--- config.mk ---
export PLATFORM = sky130hd
export DESIGN_NAME = seg_display_arbiter
export DESIGN_NICKNAME = d
export VERILOG_FILES = /design/src/rtl/seg_display_arbiter.sv
export SDC_FILE = /design/constraint.sdc
export NUM_CORES = 1
export LEC_CHECK = 0
export CAP_MARGIN = 20
export CORE_AREA = 2 2 131 133
export CTS_CLUSTER_SIZE = 14
export DETAILED_ROUTE_END_ITERATION = 16
export DIE_AREA = 0 0 133 135
export DONT_BUFFER_PORTS = 1
export HOLD_SLACK_MARGIN = 0.06
export PLACE_DENSITY_LB_ADDON = 0.25
export RECOVER_POWER = 25
export SETUP_SLACK_MARGIN = 0.2
export SLEW_MARGIN = 20
export SYNTH_ARGS = -nofsm -noshare
export SYNTH_HDL_FRONTEND = slang
export SYNTH_SLANG_ARGS = --single-unit
--- constraint.sdc ---
create_clock -name clk -period 8 [get_ports clk]
set_clock_uncertainty 0.05 [all_clocks]
set_input_delay 0.8 -clock clk [delete_from_list [all_inputs] [get_ports clk]]
set_output_delay 0.8 -clock clk [all_outputs]
set_load 0.005 [all_outputs]
--- src/rtl/seg_display_arbiter.sv ---
// seg_display_arbiter: round-robin owner of the 8-digit seven-segment driver.
// Optional blank gap between owners is enabled by defining SEG_ARB_BLANK_EN.
module seg_display_arbiter #(
    parameter int                 N_SRC     = 4,
    parameter int                 DWELL_W   = 24,
    parameter logic [DWELL_W-1:0] DWELL_CYC = 24'd10_000_000,
    parameter logic [7:0]         BLANK_CYC = 8'd4
) (
    input  logic                 clk,
    input  logic                 rstn,
    input  logic [N_SRC-1:0]     req,
    input  logic [N_SRC-1:0]     mode_in,
    input  logic [64*N_SRC-1:0]  data_in,
    input  logic                 hold,
    output logic [N_SRC-1:0]     gnt,
    output logic [63:0]          disp_data,
    output logic                 disp_mode,
    output logic                 busy
);
    localparam int LW = $clog2(N_SRC);

    typedef enum logic [1:0] {IDLE, SHOW, BLANK} state_t;

    state_t             state_q, state_d;
    logic [N_SRC-1:0]   gnt_q, gnt_d;
    logic [LW-1:0]      last_q, last_d;
    logic [DWELL_W-1:0] dwell_q, dwell_d;
    logic [7:0]         blank_q, blank_d;
    logic [63:0]        disp_data_q, disp_data_d;
    logic               disp_mode_q, disp_mode_d;
    logic [LW-1:0]      pick;
    logic               pick_vld;
    logic [N_SRC-1:0]   last_oh;
    logic               others;
    logic               go;
    int                 idx;

    // round-robin scan from last+1 upward; nearest requester wins, last owner is checked last
    always_comb begin
        pick     = '0;
        pick_vld = 1'b0;
        idx      = 0;
        for (int k = N_SRC; k >= 1; k--) begin
            idx = int'(last_q) + k;
            if (idx >= N_SRC) idx = idx - N_SRC;
            if (req[idx]) begin
                pick     = LW'(idx);
                pick_vld = 1'b1;
            end
        end
    end

    // next-state, grant, dwell/blank counters and registered display outputs
    always_comb begin
        state_d     = state_q;
        gnt_d       = gnt_q;
        last_d      = last_q;
        dwell_d     = dwell_q;
        blank_d     = blank_q;
        disp_data_d = '1;
        disp_mode_d = 1'b1;
        go          = 1'b0;
        last_oh     = '0;
        last_oh[last_q] = 1'b1;
        others      = |(req & ~last_oh);
        case (state_q)
            IDLE: go = pick_vld;
            SHOW: begin
                disp_data_d = data_in[64*int'(last_q) +: 64];
                disp_mode_d = mode_in[last_q];
                if (dwell_q != '0) dwell_d = dwell_q - 1'b1;
                if (!req[last_q] || (dwell_q == '0 && !hold && others)) begin
                    gnt_d   = '0;
                    blank_d = BLANK_CYC - 8'd1;
`ifdef SEG_ARB_BLANK_EN
                    state_d = pick_vld ? BLANK : IDLE;
`else
                    state_d = IDLE;
                    go      = pick_vld;
`endif
                end else if (dwell_q == '0) begin
                    dwell_d = DWELL_CYC;
                end
            end
            BLANK: begin
                gnt_d = '0;
                if (blank_q != 8'd0) blank_d = blank_q - 8'd1;
                else if (pick_vld) go = 1'b1;
                else state_d = IDLE;
            end
            default: state_d = IDLE;
        endcase
        if (go) begin
            state_d     = SHOW;
            gnt_d       = '0;
            gnt_d[pick] = 1'b1;
            last_d      = pick;
            dwell_d     = DWELL_CYC;
        end
    end

    // state and output registers; async reset forces the blank, ungranted panel
    always_ff @(posedge clk or negedge rstn) begin
        if (!rstn) begin
            state_q     <= IDLE;
            gnt_q       <= '0;
            last_q      <= LW'(N_SRC - 1);
            dwell_q     <= '0;
            blank_q     <= '0;
            disp_data_q <= '1;
            disp_mode_q <= 1'b1;
        end else begin
            state_q     <= state_d;
            gnt_q       <= gnt_d;
            last_q      <= last_d;
            dwell_q     <= dwell_d;
            blank_q     <= blank_d;
            disp_data_q <= disp_data_d;
            disp_mode_q <= disp_mode_d;
        end
    end

    assign gnt       = gnt_q;
    assign disp_data = disp_data_q;
    assign disp_mode = disp_mode_q;
    assign busy      = state_q != IDLE;
endmodule

==> results of run 1 <==
power by group:
part / total (W) / internal [W] / switching, W
clock network: 0.000446 / 0.000249 / 0.000197
logic: 0.000800 / 0.000494 / 0.000306
registers: 0.00108 / 0.000818 / 0.000257
synthesized netlist by cell type (8+ instances only):
master | number | share of area
o21ai_0 | 11 | 0.0098
nand2b_1 | 71 | 0.079
a21oi_1 | 13 | 0.012
dfstp_2 | 67 | 0.31
nor2_1 | 21 | 0.014
mux4_2 | 67 | 0.27
or3_1 | 12 | 0.013
nand2_1 | 10 | 0.0067
nand3_1 | 8 | 0.0071
clkbuf_1 | 18 | 0.012
dfrtp_1 | 29 | 0.13
inv_1 | 8 | 0.0053
nor4_1 | 10 | 0.011
worst max-delay path, cell delays in order (launching register included):
cell	delay, ns
dfstp_4	1.13
inv_1	0.19
ha_1	0.38
nand2b_1	0.08
o21ai_0	0.15
a311oi_1	0.12
a211o_1	0.38
a32o_1	0.28
metal layers:
layer  up-vias  global-route usage  wire length (µm)
met5         -                   0                53
met4         8              0.0615               199
met3        20              0.0563              1220
met2       177               0.304              9100
met1      1861               0.241              6680
li1       1605                   -                 -
stage by stage:
stage	instance area (µm²)	utilization	worst slack, ns
final	6170	0.376	5.11
after global placement	5830	0.355	5.19
after CTS	6140	0.374	5.07
after floorplan	5640	-	5.17
after detailed placement	5830	0.355	5.09
after global routing	6150	0.375	4.94
worst min-delay path by stage:
stage / depth (start not counted) / endpoint / slack [ns]
final: 0 / gnt[3]$_DFFE_PN0P_ / 0.11
after global routing: 0 / gnt[3]$_DFFE_PN0P_ / 0.08
after CTS: 0 / dwell_q[14]$_DFFE_PN0P_ / 0.09
after detailed placement: 0 / gnt[3]$_DFFE_PN0P_ / 0.46
after global placement: 0 / gnt[2]$_DFFE_PN0P_ / 0.46
after floorplan: 1 / gnt[3]$_DFFE_PN0P_ / 0.43
sequential cells by signal, summed over array words and instances, names as in the netlist:
register / flops
state_q: 1
disp_data: 64
last_q: 2
disp_mode: 1
gnt: 4
dwell_q: 24
layout make-up:
cell class / count / area (µm²) / share of cell area
clock inverters: 7 / 88.8 / 0.0144
clock buffers: 9 / 225 / 0.0365
inverters: 8 / 30.0 / 0.00487
well taps: 220 / 275 / 0.0446
repair buffers: 2 / 15.0 / 0.00244
multi-input cells: 296 / 3010 / 0.488
diodes: 10 / 25.0 / 0.00406
flip-flops and latches: 96 / 2490 / 0.405
kinds of logic after synthesis:
family | count (synthesis) | share of synthesized area
xor gates and xnor gates | 7 | 0.0109
and+or+nand+nor | 161 | 0.170
AOI/OAI and AO/OA | 50 | 0.0632
DFF | 96 | 0.441
muxes | 72 | 0.277
adders and majority gates | 6 | 0.0133
buffers and inverters | 36 | 0.0253
==> impl_metrics.py, run 1 <==
metrics = {
    "sta": {
        "rsz0062_at_grt": "false",
        "tns_ns": 0,
        "finalCriticalPeriod_ns": 2.89,
        "max_freq_mhz": 346,
        "relSlewSlack": 0.416,
        "drv_slew": 0,
        "setup_viol": 0,
        "hold_viol": 0,
        "finalCritPeriodShare": 0.361,
        "tightest_slew_ns": 0.876,
        "whs_ns": 0.108,
    },
    "run": {
        "max-cap-violations": 0,
    },
    "placement": {
        "gp_congestion": 0.883,
        "placed_cells": 622,
        "io_buffers": 0,
        "post-dp-hpwl_mm": 13.7,
    },
    "logic_synthesis": {
        "synth-edff-count": 0,
        "yosysWarningCount": 0,
        "syn_avg_cell_area_um2": 13.2,
        "ys_seq_area_frac": 0.441,
        "synth-async-reset-ratio": 1.00,
        "syn_area_um2": 5640,
        "synth_ff_type": "dfstp_2",
        "ys_types": 53,
        "syn_inst": 428,
        "synth-seq-cells": 96,
        "synth_nets": 701,
    },
    "routing": {
        "ant_nets": 0,
        "dr_total_vias": 3671,
        "remaining_drc_errors": 0,
        "routed_wirelength_mm": 17.2,
        "wire_per_inst_um": 26.6,
        "drtIter0Drc": 319,
        "dr.pass1.iters": 5,
        "via_per_inst": 5.67,
    },
    "finish": {
        "drive_gt1_frac": 0.404,
        "fillCellCount": 1588,
        "stdcell_count": 648,
        "layout_commonest_cell": "nand2b_1",
        "syn_to_final_growth_pct": 9.32,
        "final_cell_mix": "nand2b_1, mux4_2, dfstp_2",
        "nets": 686,
    },
    "power_and_ir_drop": {
        "cellLeakagePower_nw": 2.22,
        "cellPowerDensity_nw_per_um2": 377,
        "total_power_w": 0.00232,
        "ir_drop_uv": 144,
    },
    "worst_setup_path": {
        "rr_endpoint": "gnt[0]$_DFFE_PN0P_",
        "path_max_fanout": 76,
        "crit_arrival_ns": 3.06,
        "cp-start-kind": "register",
        "reg2reg_depth": 7,
        "path_class": "reg -> reg",
        "crit_end": "gnt[0]$_DFFE_PN0P_",
        "r2r_slack_ns": 5.11,
        "r2r_start": "last_q[1]$_DFFE_PN1P_",
        "required_ns": 8.17,
        "cp-end-kind": "register",
        "cp-startpoint": "last_q[1]$_DFFE_PN1P_",
    },
    "floorplan": {
        "die_area_um2": 18000,
        "placementRows": 47,
        "pin_count": 337,
        "fp.dieW_um": 133,
        "fp.dieH_um": 135,
        "core_area_um2": 16400,
        "start_util": 0.344,
    },
    "grt": {
        "grt_max_degree": 97,
        "gr-total-overflow": 0,
        "grt_pass1_wl_mm": 24.5,
        "antenna_found_initial": 14,
        "first_global_vias": 3731,
        "gr-usage-all-layers": 0.187,
    },
    "outcome": {
        "status": "finished, final reports clean",
    },
    "clocking": {
        "ctsHoldBuffers": 0,
        "clockBufferDepth": 2,
        "clk_latency_ns": 0.35,
        "cts_max_level": 3,
        "cts_buffers": 9,
        "tritoncts": "yes",
        "clk_pin_slew_ns": 0.07,
        "ctsResizeCount": 0,
        "root_buffer": "clkbuf_16",
        "clock-sinks": 96,
        "post_cts.repair.setup_buffers": 0,
    },
    "hold_path": {
        "hp-class": "in -> async",
    },
}
No activity file was read; power rests on OpenSTA's default activity.
==> run 2, diff against run 1 <==
==> constraint.sdc (replaced) <==
create_clock -name clk -period 2.6 [get_ports clk]
set_clock_uncertainty 0.05 [all_clocks]
set_input_delay 0.26 -clock clk [delete_from_list [all_inputs] [get_ports clk]]
set_output_delay 0.26 -clock clk [all_outputs]
set_load 0.005 [all_outputs]
==> impl_metrics.py, run 2 (synthesis results as in run 1) <==
metrics = {
    "outcome": {
        "status": "finished, violations left",
        "violations": "hold timing",
    },
    "finish": {
        "drive_gt1_frac": 0.437,
        "finalInstanceArea_um2": 6300,
        "utilization": 0.384,
        "syn_to_final_growth_pct": 11.7,
        "fillCellCount": 1583,
        "final_cell_mix": "nand2b_1, mux4_2, dfstp_2",
        "largest_reg_flops": 64,
        "layout_commonest_cell": "nand2b_1",
        "nets": 703,
    },
    "sta": {
        "drv_slew": 0,
        "finalCritPeriodShare": 0.929,
        "hold_viol": 96,
        "setup_slack_ns": 0.186,
        "tightest_slew_ns": 0.551,
        "finalCriticalPeriod_ns": 2.41,
        "tns_ns": 0,
        "relSlewSlack": 0.633,
        "max_freq_mhz": 414,
        "whs_ns": -0.443,
        "setup_viol": 0,
        "rsz0062_at_grt": "true",
    },
    "placement": {
        "io_buffers": 0,
        "placed_area_um2": 5930,
        "post-dp-hpwl_mm": 13.7,
        "gp_congestion": 0.841,
        "place_ws_ns": 0.118,
    },
    "routing": {
        "dr_total_vias": 3726,
        "routed_wirelength_mm": 17.3,
        "drtIter0Drc": 294,
        "ant_nets": 0,
        "remaining_drc_errors": 0,
        "via_per_inst": 5.61,
        "wire_per_inst_um": 26.0,
        "dr.pass1.iters": 4,
    },
    "clocking": {
        "root_buffer": "clkbuf_16",
        "cts_max_level": 3,
        "clock-sinks": 96,
        "clockBufferDepth": 2,
        "clk_latency_ns": 0.34,
        "tritoncts": "yes",
        "cts_buffers": 9,
        "clk_pin_slew_ns": 0.07,
    },
    "floorplan": {
        "core_area_um2": 16400,
        "pin_count": 337,
        "start_util": 0.344,
        "die_area_um2": 18000,
        "placementRows": 47,
        "fp.dieW_um": 133,
        "fp.dieH_um": 135,
    },
    "power_and_ir_drop": {
        "p_sw_w": 0.00240,
        "internal_power_w": 0.00482,
        "cellPowerDensity_nw_per_um2": 1150,
        "clockPowerShare": 0.179,
        "cellLeakagePower_nw": 2.31,
        "pwr-share-seq": 0.416,
        "comb_power_share": 0.404,
        "switching_share": 0.333,
        "ir_drop_uv": 409,
    },
    "run": {
        "max-cap-violations": 0,
    },
    "hold_path": {
        "hp-class": "in -> async",
    },
    "grt": {
        "gr-usage-all-layers": 0.184,
        "grt_max_degree": 97,
        "grt_pass1_wl_mm": 24.4,
        "gr-total-overflow": 0,
        "first_global_vias": 3873,
        "antenna_found_initial": 11,
    },
    "worst_setup_path": {
        "cp-start-kind": "register",
        "required_ns": 2.80,
        "path_class": "reg -> reg",
        "cp-end-kind": "register",
        "path_max_fanout": 6,
        "crit_arrival_ns": 2.61,
    },
}
run 2: layout make-up:
cell class | count | area, µm² | share of cell area
inverters | 8 | 30.0 | 0.00477
well taps | 220 | 275 | 0.0437
clock inverters | 7 | 60.1 | 0.00953
multi-input cells | 296 | 3030 | 0.481
flip-flops and latches | 96 | 2490 | 0.396
repair buffers | 19 | 163 | 0.0258
diodes | 9 | 22.5 | 0.00357
clock buffers | 9 | 225 | 0.0357
run 2: layer usage:
layer  global-route usage  vias to the layer above  part of all wire
li1                     -                     1639                 -
met1                0.223                     1892              0.38
met2                0.307                      166              0.53
met3               0.0601                       21             0.075
met4               0.0717                        8             0.015
met5                    0                        -            0.0025
run 2: path summary, 6_finish.rpt:
path / slack, ns / endpoint / cells past startpoint / start
min: -0.44 / gnt[2]$_DFFE_PN0P_ / 0 / rstn
max in group asynchronous: 2.74 / disp_data[10]$_DFF_PN1_ / 0 / rstn
min in group clk: 0.18 / disp_data[45]$_DFF_PN1_ / 2 / data_in[173]
max: 0.19 / gnt[1]$_DFFE_PN0P_ / 5 / dwell_q[16]$_DFFE_PN0P_
min reg2reg: 0.50 / gnt[3]$_DFFE_PN0P_ / 1 / gnt[3]$_DFFE_PN0P_
max reg2reg: 0.19 / gnt[1]$_DFFE_PN0P_ / 5 / dwell_q[16]$_DFFE_PN0P_
run 2: stage by stage:
stage                     total power [W]  instances
after floorplan                   0.00525        428
after global placement            0.00586        634
after detailed placement          0.00595        634
after CTS                         0.00727        651
after global routing              0.00768        661
final                             0.00722        664
run 2: timing repair:
| item | in CTS | in global routing |
|---|---|---|
| gates resized for setup | 1 | 5 |
| endpoints found under the hold margin | 96 | 96 |
| endpoints found under the setup margin | 12 | 23 |
| buffers inserted | 1 | 4 |
| pin swaps | 1 | 1 |
run 2: critical path, stage by stage, from the launching register on:
cell and delay (ns):
dfrtp_1 0.40, or4_4 0.57, or4_4 0.59, o31ai_4 0.31, nand2_2 0.14, o32ai_2 0.26
run 2: power by group through the flow:
stage / Clock, W / Combinational, W / Sequential (W)
finish: 0.00129 / 0.00292 / 0.00301
global route: 0.00140 / 0.00321 / 0.00306
CTS: 0.00134 / 0.00290 / 0.00304
detailed placement: 0 / 0.00288 / 0.00306
global placement: 0 / 0.00281 / 0.00306
floorplan: 0 / 0.00246 / 0.00279
==> run 3, diff against run 2 <==
--- a/config.mk
+++ b/config.mk
@@ -12,7 +12,7 @@
 export DIE_AREA = 0 0 133 135
 export DONT_BUFFER_PORTS = 1
 export HOLD_SLACK_MARGIN = 0.06
-export PLACE_DENSITY_LB_ADDON = 0.25
+export PLACE_DENSITY = 0.54
 export RECOVER_POWER = 25
 export SETUP_SLACK_MARGIN = 0.2
 export SLEW_MARGIN = 20
==> impl_metrics.py, run 3 (synthesis results as in run 1) <==
metrics = {
    "routing": {
        "ant_nets": 0,
        "dr.pass1.iters": 4,
        "drtIter0Drc": 194,
        "dr_total_vias": 3855,
        "wire_per_inst_um": 26.3,
        "via_per_inst": 5.71,
        "routed_wirelength_mm": 17.8,
        "remaining_drc_errors": 0,
    },
    "power_and_ir_drop": {
        "comb_power_share": 0.418,
        "cellPowerDensity_nw_per_um2": 1150,
        "p_sw_w": 0.00247,
        "pwr-share-seq": 0.402,
        "switching_share": 0.334,
        "clockPowerShare": 0.180,
        "internal_power_w": 0.00493,
        "cellLeakagePower_nw": 2.36,
        "ir_drop_uv": 425,
    },
    "grt": {
        "top_usage_layer": "met2",
        "grtUsageMet2": 0.299,
        "grt_max_degree": 97,
        "use_met1": 0.208,
        "grt_use_met3": 0.0950,
        "gr-total-overflow": 0,
        "gr-usage-all-layers": 0.186,
        "first_global_vias": 3843,
        "grt_pass1_wl_mm": 24.3,
        "antenna_found_initial": 18,
    },
    "worst_setup_path": {
        "path_max_fanout": 6,
        "crit_path_frequent_cell": "or4_4",
        "slowest_delay_ns": 0.59,
        "slowest_stage": "or4_4",
        "required_ns": 2.81,
        "cp-startpoint": "dwell_q[16]$_DFFE_PN0P_",
        "crit_arrival_ns": 2.64,
        "crit_chain": "or4_4 -> or4_4 -> o31ai_4 -> nand2_2 -> o32ai_2",
        "r2r_start": "dwell_q[16]$_DFFE_PN0P_",
        "cp-start-kind": "register",
        "path_class": "reg -> reg",
        "cp-end-kind": "register",
    },
    "sta": {
        "max_freq_mhz": 411,
        "tightest_slew_ns": 0.523,
        "tns_ns": 0,
        "relSlewSlack": 0.651,
        "finalCriticalPeriod_ns": 2.43,
        "whs_ns": -0.449,
        "hold_viol": 96,
        "drv_slew": 0,
        "rsz0062_at_grt": "true",
        "setup_viol": 0,
        "finalCritPeriodShare": 0.936,
    },
    "outcome": {
        "violations": "hold timing",
        "status": "finished, violations left",
    },
    "clocking": {
        "root_buffer": "clkbuf_16",
        "clock-sinks": 96,
        "clockBufferDepth": 2,
        "clk_pin_slew_ns": 0.07,
        "cts_max_level": 3,
        "tritoncts": "yes",
        "clk_latency_ns": 0.35,
        "cts_buffers": 9,
    },
    "floorplan": {
        "start_util": 0.344,
        "pin_count": 337,
        "die_area_um2": 18000,
        "core_area_um2": 16400,
        "fp.dieH_um": 135,
        "placementRows": 47,
        "fp.dieW_um": 133,
    },
    "hold_path": {
        "hp-class": "in -> async",
    },
    "finish": {
        "drive_gt1_frac": 0.449,
        "largest_reg_flops": 64,
        "syn_to_final_growth_pct": 13.9,
        "layout_commonest_cell": "nand2b_1",
        "final_cell_mix": "nand2b_1, mux4_2, dfstp_2",
        "nets": 711,
    },
    "placement": {
        "gp_congestion": 0.853,
        "post-dp-hpwl_mm": 13.8,
        "io_buffers": 0,
    },
    "run": {
        "max-cap-violations": 0,
    },
}
-- run 3: power by group through the flow --
| stage | clock, W | combinational [W] | sequential (W) |
|---|---|---|---|
| floorplan | 0 | 0.00246 | 0.00279 |
| global placement | 0 | 0.00282 | 0.00305 |
| detailed placement | 0 | 0.00289 | 0.00306 |
| CTS | 0.00139 | 0.00291 | 0.00303 |
| global route | 0.00144 | 0.00340 | 0.00304 |
| finish | 0.00133 | 0.00310 | 0.00298 |
-- run 3: through the flow --
step	instances	instance area [µm²]	util	setup WS, ns	power (W)
2_1_floorplan	428	5650	-	0.232	0.00525
3_3_place_gp	635	5940	0.362	0.182	0.00587
3_5_place_dp	635	5940	0.362	0.130	0.00594
4_1_cts	652	6250	0.381	0.168	0.00733
5_1_grt	672	6420	0.391	0.0949	0.00788
6_report	675	6420	0.392	0.166	0.00741
-- run 3: what timing repair did --
| item | CTS | global route |
|---|---|---|
| setup buffers | 1 | 10 |
| hold endpoints to repair | 96 | 96 |
| setup endpoints to repair | 6 | 26 |
| pin swaps | 1 | 2 |
| resized for setup | 2 | 6 |
| cloned | 0 | 1 |
-- run 3: worst max-delay path, delay by kind of cell (launching register included) --
family           cells  cell delay (ns)
flip-flops           1             0.41
AO/OA/AOI/OAI        2             0.58
AND/OR/NAND/NOR      3             1.29
-- run 3: final cells by class --
cell class | count | area (µm²)
fill | 1567 | 9980
clock buffer | 9 | 225
sequential | 96 | 2490
inverter | 8 | 30.0
timing repair buffer | 27 | 260
multi-input combinational | 296 | 3030
tap | 220 | 275
antenna | 12 | 30.0
clock inverter | 7 | 77.6
-- run 3: worst paths after layout --
check | slack (ns) | cells past startpoint | to
worst max-delay path | 0.17 | 5 | gnt[1]$_DFFE_PN0P_
worst min-delay path | -0.45 | 0 | gnt[1]$_DFFE_PN0P_
worst max register to register | 0.17 | 5 | gnt[1]$_DFFE_PN0P_
worst min register to register | 0.50 | 1 | gnt[3]$_DFFE_PN0P_
max in group asynchronous | 2.72 | 0 | disp_data[27]$_DFF_PN1_
min in group clk | 0.17 | 2 | state_q[0]$_DFFE_PN0P_
-- run 3: layer usage --
layer,up-vias,part of all wire
met3,31,0.078
met2,179,0.52
met1,1968,0.37
li1,1665,-
met5,-,0.0044
met4,12,0.020
